### src/rtl/db_key_extract_if.sv
// Receive-stream tap bundle between the 10G MAC and the key extractor.
// There is no tready: the consumer is a passive tap and never backpressures.
interface db_key_extract_if;
    logic [63:0] s_axis_tdata;
    logic [7:0]  s_axis_tkeep;
    logic        s_axis_tvalid;
    logic        s_axis_tlast;

    modport master (output s_axis_tdata, s_axis_tkeep, s_axis_tvalid, s_axis_tlast);
    modport slave  (input  s_axis_tdata, s_axis_tkeep, s_axis_tvalid, s_axis_tlast);
endinterface

### src/rtl/db_key_extract.sv
// Passive IPv4/UDP flow-key parser on the clk156 MAC receive stream.
// Emits {src_ip, dst_ip, dport, 16'h0} one cycle after the fifth beat, with frame/key/drop stats.
module db_key_extract #(
    parameter int          KEY_SIZE    = 96,
    parameter logic [15:0] INSERT_PORT = 16'd53,
    parameter logic [3:0]  FLAG_LOOKUP = 4'b0001,
    parameter logic [3:0]  FLAG_INSERT = 4'b0010
) (
    input  logic                clk,
    input  logic                rst,
    db_key_extract_if.slave     rx,
    output logic [KEY_SIZE-1:0] out_key,
    output logic [3:0]          out_flag,
    output logic                out_valid,
    output logic [31:0]         stat_frame_cnt,
    output logic [31:0]         stat_key_cnt,
    output logic [31:0]         stat_drop_cnt
);

    typedef enum logic [2:0] {IDLE, B1, B2, B3, B4, SKIP} state_t;

    state_t             state_q, state_d;
    logic               bad_q, bad_d;
    logic [31:0]        src_ip_q, src_ip_d;
    logic [15:0]        dst_hi_q, dst_hi_d;
    logic [KEY_SIZE-1:0] key_q, key_d;
    logic [3:0]         flag_q, flag_d;
    logic               vld_q;
    logic [31:0]        frame_cnt_q, key_cnt_q, drop_cnt_q;
    logic               emit, drop, beat, last;
    logic [15:0]        dport;
    logic               unused_keep;

    assign beat        = rx.s_axis_tvalid;
    assign last        = rx.s_axis_tvalid & rx.s_axis_tlast;
    assign dport       = {rx.s_axis_tdata[39:32], rx.s_axis_tdata[47:40]};
    assign unused_keep = ^{rx.s_axis_tkeep[7:6], rx.s_axis_tkeep[4:0]};

    always_comb begin
        state_d  = state_q;
        bad_d    = bad_q;
        src_ip_d = src_ip_q;
        dst_hi_d = dst_hi_q;
        key_d    = key_q;
        flag_d   = flag_q;
        emit     = 1'b0;
        drop     = 1'b0;
        if (beat) begin
            case (state_q)
                IDLE: begin
                    // Beat 0 only carries MACs; a tlast here is a 1-beat runt.
                    bad_d = 1'b0;
                    if (last) drop = 1'b1;
                    else      state_d = B1;
                end
                B1: begin
                    if ({rx.s_axis_tdata[39:32], rx.s_axis_tdata[47:40]} != 16'h0800 ||
                        rx.s_axis_tdata[55:48] != 8'h45)
                        bad_d = 1'b1;
                    if (last) begin
                        drop    = 1'b1;
                        state_d = IDLE;
                    end else begin
                        state_d = B2;
                    end
                end
                B2: begin
                    if (rx.s_axis_tdata[63:56] != 8'd17) bad_d = 1'b1;
                    if (last) begin
                        drop    = 1'b1;
                        state_d = IDLE;
                    end else begin
                        state_d = B3;
                    end
                end
                B3: begin
                    src_ip_d = {rx.s_axis_tdata[23:16], rx.s_axis_tdata[31:24],
                                rx.s_axis_tdata[39:32], rx.s_axis_tdata[47:40]};
                    dst_hi_d = {rx.s_axis_tdata[55:48], rx.s_axis_tdata[63:56]};
                    if (last) begin
                        drop    = 1'b1;
                        state_d = IDLE;
                    end else begin
                        state_d = B4;
                    end
                end
                B4: begin
                    // Key is complete here; emission does not wait for tlast.
                    if (bad_q || !rx.s_axis_tkeep[5]) begin
                        bad_d = 1'b1;
                        drop  = last;
                    end else begin
                        emit   = 1'b1;
                        key_d  = {src_ip_q, dst_hi_q, rx.s_axis_tdata[7:0],
                                  rx.s_axis_tdata[15:8], dport, 16'h0000};
                        flag_d = (dport == INSERT_PORT) ? FLAG_INSERT : FLAG_LOOKUP;
                    end
                    state_d = last ? IDLE : SKIP;
                end
                SKIP: begin
                    if (last) begin
                        drop    = bad_q;
                        state_d = IDLE;
                    end
                end
                default: state_d = IDLE;
            endcase
        end
    end

    always_ff @(posedge clk) begin
        if (rst) begin
            state_q     <= IDLE;
            bad_q       <= 1'b0;
            src_ip_q    <= '0;
            dst_hi_q    <= '0;
            key_q       <= '0;
            flag_q      <= '0;
            vld_q       <= 1'b0;
            frame_cnt_q <= '0;
            key_cnt_q   <= '0;
            drop_cnt_q  <= '0;
        end else begin
            state_q     <= state_d;
            bad_q       <= bad_d;
            src_ip_q    <= src_ip_d;
            dst_hi_q    <= dst_hi_d;
            key_q       <= key_d;
            flag_q      <= flag_d;
            vld_q       <= emit;
            frame_cnt_q <= frame_cnt_q + {31'd0, last};
            key_cnt_q   <= key_cnt_q + {31'd0, emit};
            drop_cnt_q  <= drop_cnt_q + {31'd0, drop};
        end
    end

    assign out_key        = key_q;
    assign out_flag       = flag_q;
    assign out_valid      = vld_q;
    assign stat_frame_cnt = frame_cnt_q;
    assign stat_key_cnt   = key_cnt_q;
    assign stat_drop_cnt  = drop_cnt_q;

endmodule

### src/flat_wrapper.sv
// flat-port wrapper written by rule: the top's interface ports become plain ports
module db_key_extract_flat 
#(
    parameter int          KEY_SIZE    = 96,
    parameter logic [15:0] INSERT_PORT = 16'd53,
    parameter logic [3:0]  FLAG_LOOKUP = 4'b0001,
    parameter logic [3:0]  FLAG_INSERT = 4'b0010
)
  (clk, rst, out_key, out_flag, out_valid, stat_frame_cnt, stat_key_cnt, stat_drop_cnt, rx_s_axis_tdata, rx_s_axis_tkeep, rx_s_axis_tvalid, rx_s_axis_tlast);
  db_key_extract_if rx_i ();
  input  logic clk;
  input  logic rst;
  output logic [KEY_SIZE-1:0] out_key;
  output logic [3:0] out_flag;
  output logic out_valid;
  output logic [31:0] stat_frame_cnt;
  output logic [31:0] stat_key_cnt;
  output logic [31:0] stat_drop_cnt;
  input wire logic [$bits(rx_i.s_axis_tdata)-1:0] rx_s_axis_tdata;
  input wire logic [$bits(rx_i.s_axis_tkeep)-1:0] rx_s_axis_tkeep;
  input wire logic [$bits(rx_i.s_axis_tvalid)-1:0] rx_s_axis_tvalid;
  input wire logic [$bits(rx_i.s_axis_tlast)-1:0] rx_s_axis_tlast;
  assign rx_i.s_axis_tdata = rx_s_axis_tdata;
  assign rx_i.s_axis_tkeep = rx_s_axis_tkeep;
  assign rx_i.s_axis_tvalid = rx_s_axis_tvalid;
  assign rx_i.s_axis_tlast = rx_s_axis_tlast;
  db_key_extract #(.KEY_SIZE(KEY_SIZE), .INSERT_PORT(INSERT_PORT), .FLAG_LOOKUP(FLAG_LOOKUP), .FLAG_INSERT(FLAG_INSERT)) u_core (.clk(clk), .rst(rst), .rx(rx_i), .out_key(out_key), .out_flag(out_flag), .out_valid(out_valid), .stat_frame_cnt(stat_frame_cnt), .stat_key_cnt(stat_key_cnt), .stat_drop_cnt(stat_drop_cnt));
endmodule
### config.mk
export PLATFORM = sky130hd
export DESIGN_NAME = db_key_extract_flat
export DESIGN_NICKNAME = d
export VERILOG_FILES = /design/src/rtl/db_key_extract_if.sv /design/src/rtl/db_key_extract.sv /design/src/flat_wrapper.sv
export SDC_FILE = /design/constraint.sdc
export NUM_CORES = 1
export LEC_CHECK = 0
export ABC_AREA = 1
export ABC_CLOCK_PERIOD_IN_PS = 2310
export BUFFER_PORTS_ARGS = -buffer_cell sky130_fd_sc_hd__buf_2
export CORE_MARGIN = 5
export CORE_UTILIZATION = 45
export DETAILED_ROUTE_END_ITERATION = 12
export PLACE_DENSITY = 0.76
export SLEW_MARGIN = 20
export SYNTH_ARGS = -nofsm -noshare
export SYNTH_HDL_FRONTEND = slang
export SYNTH_SLANG_ARGS = --single-unit
### constraint.sdc
create_clock -name clk -period 2.31 [get_ports clk]
set_input_delay 0.1155 -clock clk [delete_from_list [all_inputs] [get_ports clk]]
set_output_delay 0.1155 -clock clk [all_outputs]
set_load 0.02 [all_outputs]
==> results.cfg, run 1 <==
[cts]
clockBufferDepth = 3
cts_buffers = 26
cts-root-buf = clkbuf_16
clock_latency_ps = 530
htreeDepth = 1
cts_tree = built
clock-sinks = 231
cts_setup_buffers = 0
path_clk_slew_ps = 60

[routing]
wl_per_cell_um = 14.92
wl_um = 31120
antenna_left = 0
dr_total_vias = 10650
remaining_drc_errors = 0
first_iter_violations = 979
first_pass_iters = 5
via_per_inst = 5.107

[die]
die_h_um = 160.6
pin_count = 273
initial_core_util_pct = 45.38
rows = 55
coreArea_um2 = 22500
die_x_um = 160.6
die-area_um2 = 25810

[logic_synthesis]
synthArstFlopShare_pct = 0
synth_area_leaders = dfxtp_1 (45%), nor2_1 (12%), nand2_1 (10%)
synthesis.area_um2 = 10210
ys_seq_elements = 231
synth_largest_area_cell = dfxtp_1
synth.most_common_cell = nor2_1
yosysSeqAreaShare_pct = 45.28
synth-edff-count = 0
synth_flop_cell = dfxtp_1
synthDistinctLibCells = 32
synth_top_area_share_pct = 45.28
yosys-top-cells-count = nor2_1 (329), nand2_1 (272), dfxtp_1 (231)
syn_inst = 1474
ys_warn_count = 0
avgSynthCellArea_um2 = 6.928

[critical_path]
cp-end-kind = flip-flop
start_kind = flip-flop
path_common_cell = inv_1
worst-setup-path-type = reg2reg
r2r_start = u_core.bad_q$_SDFFE_PP0P_
reg2reg_depth = 14
crit_path_end = u_core.stat_drop_cnt[16]$_SDFF_PP0_
crit_path_top_delay_cell = dfxtp_1
slowest_delay_ps = 350
arrival_ps = 2560
startpoint = u_core.bad_q$_SDFFE_PP0P_
r2r_slack_ps = 150
crit_fanout = 3
crit_path_cell_trace = inv_1, nand2_1, o211ai_1, a21oi_1, ha_1, ha_1, nand2_1, nor2_2, inv_1, nor2_2, inv_1, nor2_1, xor2_1, nor2_1
critPathRequiredTime_ps = 2710
timing.rr.end = u_core.stat_drop_cnt[16]$_SDFF_PP0_

[grt]
grt-ovfl-total = 0
grt_pass1_wl_um = 50380
grt_pass1_vias = 10130
antenna_found_initial = 2
grt_start_max_net_pins = 92
grt_usage_pct = 22.99

[sta]
fin_crit_ps = 2162
layout_setup_ws_ps = 147.9
finalHoldViolCount = 0
setup_violations = 0
fin_crit_sh_pct = 93.60
fin_skew_ps = 11.77
rsz0062_at_grt = yes
drv_slew = 0
hold_ws_ps = 49.99
slew_headroom_pct = 64.42
tightestPinTransition_ps = 529.7
fmax_ghz = 0.4625

[placement]
dpl.hpwl_um = 20980
detailed_place.area_um2 = 11640
pre_cts_slack_ps = 136.0
io_buffers = 247
gp_congestion = 0.9267

[min_path]
holdPathStages = 5
worstHoldPathType = in2reg

[final_layout]
diodes = 0
area_delta_synth_final_pct = 30.18
nets = 1862
drive_gt1_share_pct = 19.61
final_area_um2 = 13290

[pwr]
powerDensity_nw_per_um2 = 708.4
ir_drop_mv = 0.5412
leakage_nw = 5.831

[flow_run]
maxCapViolCount = 0

[run_status]
outcome = completed
cell type report:
class | instances | area (um^2)
inverters | 142 | 534.3
flip-flops and latches | 231 | 4624
fillers | 2001 | 9209
clock inverters | 19 | 297.8
well taps | 285 | 356.6
multi-input cells | 1047 | 4712
repair buffers | 332 | 2076
clock buffers | 29 | 693.2
state kept, by name (all words and copies together), names as in the netlist:
signal                 count
u_core.stat_drop_cnt      32
u_core.out_key            80
u_core.src_ip_q           32
u_core.stat_frame_cnt     32
u_core.stat_key_cnt       32
u_core.out_flag            2
u_core.dst_hi_q           16
u_core.state_q             3
u_core.out_valid           1
u_core.bad_q               1
metal layers:
metal / GRT usage (%) / wire length [um] / up-vias / part of all wire [%]
li1: - / - / 5276 / -
met1: 29.52 / 13120 / 4825 / 42
met2: 37.97 / 14200 / 451 / 46
met3: 5.928 / 2801 / 93 / 9.0
met4: 7.313 / 983 / 4 / 3.2
met5: 0 / 14 / - / 0.045
layout by cell type (no fill, tap or decap), types with 3 or more instances in the layout:
| cell | synthesis | final |
|---|---|---|
| bufinv_16 | 0 | 7 |
| inv_1 | 139 | 139 |
| ha_1 | 6 | 6 |
| buf_4 | 21 | 17 |
| clkbuf_16 | 0 | 27 |
| nand4_1 | 11 | 11 |
| o21ai_0 | 156 | 156 |
| nand3_1 | 47 | 47 |
| buf_2 | 19 | 247 |
| nor2_2 | 21 | 27 |
| nor2_4 | 2 | 3 |
| dfxtp_1 | 231 | 231 |
| nand3b_1 | 6 | 6 |
| buf_12 | 0 | 3 |
| o21a_1 | 4 | 4 |
| dlygate4sd3_1 | 0 | 64 |
| nor3_1 | 36 | 36 |
| nand2_1 | 272 | 272 |
| xor2_1 | 11 | 11 |
| clkinv_2 | 0 | 4 |
| a21oi_1 | 115 | 115 |
| clkinvlp_4 | 0 | 5 |
| conb_1 | 1 | 18 |
| nor2_1 | 329 | 322 |
cell families (layout without fill, tap and decap cells):
group	Yosys count	count (layout)	synth area share (%)
xor+xnor	13	13	1.115
compound gates	278	278	13.78
other cells	1	18	0.03672
fa+ha+maj	6	6	0.7351
buf+inv	213	522	9.422
simple gates	732	732	29.63
flops	231	231	45.28
worst max-delay path: cells and delay by family, from the launching register on:
kind	cells	cell delay [ps]
AO/OA/AOI/OAI	2	300
XOR/XNOR	1	150
adder cells (fa/ha/maj)	2	380
buffers and inverters	3	270
flip-flops	1	350
AND/OR/NAND/NOR	6	620
power breakdown:
group | leakage [nW] | internal, mW | total, mW | switching (mW)
clock | 0.470 | 2.96 | 4.74 | 1.77
combinational | 3.50 | 0.233 | 0.598 | 0.365
sequential | 1.86 | 4.05 | 4.08 | 0.0373
total | 5.83 | 7.24 | 9.42 | 2.18
how the worst min path moves through the flow:
| stage | from | to | slack, ps |
|---|---|---|---|
| global route | rst | u_core.stat_frame_cnt[18]$_SDFF_PP0_ | 60 |
| floorplan | rx_s_axis_tdata[8] | u_core.out_key[32]$_SDFFE_PP0P_ | 250 |
| CTS | rx_s_axis_tvalid | u_core.state_q[1]$_SDFFE_PP0P_ | 30 |
| detailed placement | rx_s_axis_tdata[3] | u_core.out_key[43]$_SDFFE_PP0P_ | 340 |
| global placement | rx_s_axis_tdata[8] | u_core.out_key[32]$_SDFFE_PP0P_ | 340 |
| finish | rx_s_axis_tvalid | u_core.state_q[1]$_SDFFE_PP0P_ | 50 |
repair_timing:
item	CTS	global route
endpoints found under the setup margin	0	15
hold endpoints to repair	80	0
hold buffers	64	0
gates resized for setup	0	8
per-stage QoR:
| stage | power, mW | utilization [%] | setup TNS [ps] | cells |
|---|---|---|---|---|
| after floorplan | 4.499 | - | 0 | 1491 |
| after global placement | 4.659 | 51.73 | 0 | 1973 |
| after detailed placement | 4.665 | 51.73 | 0 | 1973 |
| after CTS | 9.473 | 58.98 | 0 | 2085 |
| after global routing | 9.748 | 59.08 | -64.63 | 2085 |
| final | 9.417 | 59.08 | 0 | 2085 |
Power figures use the tool's default switching activity.
==> run 2: changes to the inputs <==
- CELL_PAD_IN_SITES_DETAIL_PLACEMENT: default -> 1
- CELL_PAD_IN_SITES_GLOBAL_PLACEMENT: default -> 2
- CORE_UTILIZATION: 45 -> 26
- PLACE_DENSITY: 0.76 -> 0.8
==> results.cfg, run 2 (same netlist as run 1, synthesis figures left out) <==
[routing]
via_per_inst = 4.526
wl_per_cell_um = 15.89
first_iter_violations = 398
first_pass_iters = 4
dr_total_vias = 10550
remaining_drc_errors = 0
antenna_left = 0
wl_um = 37050

[final_layout]
area_delta_synth_final_pct = 33.46
drive_gt1_share_pct = 20.27
fin_cells = 2331
largest_reg_flops = 80
fillCellCount = 4934
final_common_cell = nor2_1
nets = 1870
final_cell_mix = nor2_1 (320), nand2_1 (271), buf_2 (247)

[die]
initial_core_util_pct = 26.36
rows = 72
die_h_um = 208.2
die_x_um = 208.2
coreArea_um2 = 38740
pin_count = 273
die-area_um2 = 43340

[critical_path]
r2r_start = u_core.bad_q$_SDFFE_PP0P_
worst-setup-path-type = reg2reg
cp-end-kind = flip-flop
crit_fanout = 3
timing.rr.end = u_core.stat_drop_cnt[16]$_SDFF_PP0_
reg2reg_depth = 14
critPathRequiredTime_ps = 2720
r2r_slack_ps = 160
arrival_ps = 2560
start_kind = flip-flop

[cts]
htreeDepth = 1
cts-root-buf = clkbuf_16
clock-sinks = 231
clock_latency_ps = 570
cts_tree = built
path_clk_slew_ps = 60
cts_buffers = 30
clockBufferDepth = 3

[pwr]
totalPowerFinal_mw = 9.177
powerDensity_nw_per_um2 = 673.4
leakage_nw = 5.856
ir_drop_mv = 0.6623

[sta]
fmax_ghz = 0.4653
tightestPinTransition_ps = 983.4
drv_slew = 0
fin_skew_ps = 26.86
setup_violations = 0
fin_crit_sh_pct = 93.04
slew_headroom_pct = 34.44
fin_crit_ps = 2149
setup-tns-final_ps = 0
finalHoldViolCount = 0

[run_status]
outcome = completed

[min_path]
worstHoldPathType = in2reg
min_to = u_core.state_q[1]$_SDFFE_PP0P_
hold_start = rx_s_axis_tlast
holdPathStages = 6

[grt]
grt-ovfl-total = 0
grt_pass1_vias = 11050
grt_start_max_net_pins = 78
grt_pass1_wl_um = 59410
antenna_found_initial = 4
grt_usage_pct = 16.39

[placement]
io_buffers = 247
gp_congestion = 0.8387
dpl.hpwl_um = 26810
dp_cells = 2207

[flow_run]
maxCapViolCount = 0
==> run 2: cell count changes in the layout (fill, tap and decap cells not counted), sizes merged <==
| cell | before | now |
|---|---|---|
| clkbuf | 29 | 48 |
| bufinv | 7 | 0 |
| clkinvlp | 5 | 0 |
| buf | 268 | 271 |
| diode | 0 | 2 |
| clkinv | 7 | 8 |
| dlygate4sd3 | 64 | 65 |
| inv | 142 | 141 |
==> run 2: worst max path at each step <==
stage | from | endpoint | slack [ps]
2_1_floorplan | u_core.state_q[0]$_SDFFE_PP0P_ | u_core.stat_key_cnt[12]$_SDFF_PP0_ | 30
3_3_place_gp | u_core.state_q[0]$_SDFFE_PP0P_ | u_core.stat_key_cnt[24]$_SDFF_PP0_ | 80
3_5_place_dp | u_core.state_q[0]$_SDFFE_PP0P_ | u_core.stat_key_cnt[24]$_SDFF_PP0_ | 30
4_1_cts | u_core.state_q[0]$_SDFFE_PP0P_ | u_core.stat_key_cnt[19]$_SDFF_PP0_ | 8
5_1_grt | u_core.bad_q$_SDFFE_PP0P_ | u_core.stat_drop_cnt[16]$_SDFF_PP0_ | -50
6_report | u_core.bad_q$_SDFFE_PP0P_ | u_core.stat_drop_cnt[16]$_SDFF_PP0_ | 160
==> run 2: critical path: stages (launching register included) <==
cell and delay, ps:
dfxtp_2 340, inv_1 80, nand2_1 70, o211ai_1 120, a21oi_2 170, ha_2 190, ha_2 180, nand2_2 80
nor2_4 150, inv_1 90, nor2_2 120, inv_1 70, nor2_2 100, xor2_1 160, nor2_1 50
==> run 2: final cells by class <==
class | count | area [um^2] | share of cell area (%)
Multi-Input combinational cell | 1047 | 4760 | 34.92
Sequential cell | 231 | 4627 | 33.95
Timing Repair Buffer | 336 | 2096 | 15.38
Clock buffer | 48 | 898.4 | 6.591
Tap cell | 518 | 648.1 | 4.755
Inverter | 142 | 535.5 | 3.929
Clock inverter | 7 | 60.06 | 0.4407
Antenna cell | 2 | 5.005 | 0.03672
==> run 2: timing repair <==
item                                   in CTS  in global routing
resized for setup                           2                 23
gates cloned                                0                  0
hold buffers                               65                  0
pin swaps                                   0                  3
buffers inserted                            0                  2
endpoints found under the hold margin      84                  0
setup endpoints to repair                   2                 81
==> run 2: layer usage <==
layer | up-vias | global-route usage, % | wire length (um)
met2 | 213 | 27.34 | 16970
met5 | - | 0 | 21
met4 | 4 | 3.511 | 806
met1 | 4988 | 21.17 | 16900
li1 | 5289 | - | -
met3 | 57 | 4.805 | 2345
==> run 2: power by group <==
part	internal (mW)	switching, mW	total, mW
Combinational	0.238	0.374	0.612
Sequential	4.05	0.0407	4.09
Clock	2.65	1.82	4.48
Total	6.94	2.24	9.18
==> run 2: through the flow <==
step           utilization (%)  hold slack (ps)  worst slack, ps  instance area (um^2)
2_1_floorplan                -            250.4            31.41                 10280
4_1_cts                  34.96            8.521            7.817                 13540
5_1_grt                  35.18            69.63           -45.75                 13630
3_5_place_dp             30.79            349.1            29.65                 11930
3_3_place_gp             30.79            337.6            82.30                 11930
6_report                 35.18            47.09            160.7                 13630
==> run 3: changes to the inputs <==
- CORE_ASPECT_RATIO: default -> 1.25
==> results.cfg, run 3 (same netlist as run 1, synthesis figures left out) <==
[run_status]
outcome = completed

[routing]
wl_um = 36790
wl_per_cell_um = 15.99
first_pass_iters = 4
remaining_drc_errors = 0
antenna_left = 0
first_iter_violations = 388
via_per_inst = 4.591
dr_total_vias = 10560

[critical_path]
start_kind = flip-flop
r2r_start = u_core.bad_q$_SDFFE_PP0P_
worst-setup-path-type = reg2reg
crit_fanout = 4
timing.rr.end = u_core.stat_drop_cnt[28]$_SDFF_PP0_
critPathRequiredTime_ps = 2700
arrival_ps = 2540
cp-end-kind = flip-flop
r2r_slack_ps = 170
reg2reg_depth = 13

[cts]
cts_buffers = 28
htreeDepth = 1
path_clk_slew_ps = 70
cts_tree = built
clock-sinks = 231
cts-root-buf = clkbuf_16
clockBufferDepth = 3
clock_latency_ps = 550

[pwr]
p_int_mw = 6.987
p_clk_share_pct = 48.9
ir_drop_mv = 0.5305
comb_power_share_pct = 6.6
seqPwrFrac_pct = 44.5
totalPowerFinal_mw = 9.186
p_switching_mw = 2.198
powerDensity_nw_per_um2 = 678.7
sw_frac_of_total_pct = 23.93
leakage_nw = 5.802

[sta]
fmax_ghz = 0.4663
setup-tns-final_ps = 0
fin_crit_ps = 2145
fin_skew_ps = 10.14
rsz0062_at_grt = yes
drv_slew = 0
slew_headroom_pct = 35.10
finalHoldViolCount = 0
tightestPinTransition_ps = 973.5
hold_ws_ps = 24.23
setup_violations = 0
fin_crit_sh_pct = 92.84

[die]
die_x_um = 187.3
rows = 81
pin_count = 273
initial_core_util_pct = 26.17
coreArea_um2 = 39020
die-area_um2 = 43370
die_h_um = 231.6

[final_layout]
area_delta_synth_final_pct = 32.52
largest_reg_flops = 80
drive_gt1_share_pct = 19.91
diodes = 0
final_cell_mix = nor2_1 (322), nand2_1 (271), buf_2 (247)
nets = 1865
fin_cells = 2301
final_common_cell = nor2_1

[grt]
grt_pass1_vias = 11170
grt-ovfl-total = 0
grt_usage_pct = 16.48
antenna_found_initial = 3
grt_start_max_net_pins = 98
grt_pass1_wl_um = 59350

[min_path]
holdPathStages = 5
worstHoldPathType = in2reg
min_to = u_core.state_q[1]$_SDFFE_PP0P_
hold_start = rx_s_axis_tvalid

[placement]
dp_cells = 2185
dpl.hpwl_um = 26740
io_buffers = 247
gp_congestion = 0.8558

[flow_run]
maxCapViolCount = 0
[run 3: worst max-delay path by stage]
stage                                   startpoint                             endpoint  slack [ps]  cells after the start
floorplan           u_core.state_q[0]$_SDFFE_PP0P_   u_core.stat_key_cnt[12]$_SDFF_PP0_          30                     13
global placement         u_core.bad_q$_SDFFE_PP0P_  u_core.stat_drop_cnt[16]$_SDFF_PP0_         100                     14
detailed placement  u_core.state_q[1]$_SDFFE_PP0P_  u_core.stat_drop_cnt[16]$_SDFF_PP0_          40                     13
CTS                 u_core.state_q[1]$_SDFFE_PP0P_  u_core.stat_drop_cnt[16]$_SDFF_PP0_          30                     13
global route             u_core.bad_q$_SDFFE_PP0P_  u_core.stat_drop_cnt[16]$_SDFF_PP0_         -20                     14
finish                   u_core.bad_q$_SDFFE_PP0P_  u_core.stat_drop_cnt[28]$_SDFF_PP0_         170                     13
[run 3: metrics by stage]
step / util [%] / worst slack, ps / cell area (um^2)
after CTS: 34.55 / 26.13 / 13480
after global placement: 30.50 / 102.0 / 11900
after detailed placement: 30.50 / 42.02 / 11900
final: 34.68 / 165.5 / 13530
after global routing: 34.68 / -15.06 / 13530
after floorplan: - / 31.41 / 10280
[run 3: worst max-delay path, stage by stage, from the launching register on]
cell and delay [ps]:
dfxtp_2 340, inv_1 80, nand2_1 60, o211ai_1 80, a21oi_1 200, ha_2 240, ha_2 200, nand2_2 90
nor2_4 130, inv_1 80, nor3_2 290, nand2_1 100, nand2_1 60, a21oi_1 50
[run 3: metal layers]
metal	up-vias	part of all wire [%]	track usage, %
met2	253	49	30.00
met5	-	0.076	0
met1	4967	42	19.12
met4	6	2.1	4.230
met3	55	6.9	4.489
li1	5283	-	-
[run 3: area by class of cell]
type,count,area (um^2)
multi-input cells,1047,4727
inverters,142,538.0
clock buffers,41,830.8
fillers,4879,25490
clock inverters,9,107.6
repair buffers,333,2079
well taps,498,623.1
flip-flops and latches,231,4627
[run 3: power groups by stage]
stage	Sequential [mW]	Clock [mW]	Combinational, mW
after CTS	4.08	4.66	0.613
final	4.08	4.49	0.609
after floorplan	4.23	0	0.274
after global placement	4.17	0	0.516
after detailed placement	4.17	0	0.526
after global routing	4.09	4.85	0.679
[run 3: what timing repair did]
item | 4_1_cts | 5_1_grt
endpoints found under the setup margin | 0 | 59
hold buffers | 64 | 0
resized for setup | 0 | 19
buffers inserted | 0 | 2
endpoints found under the hold margin | 81 | 0
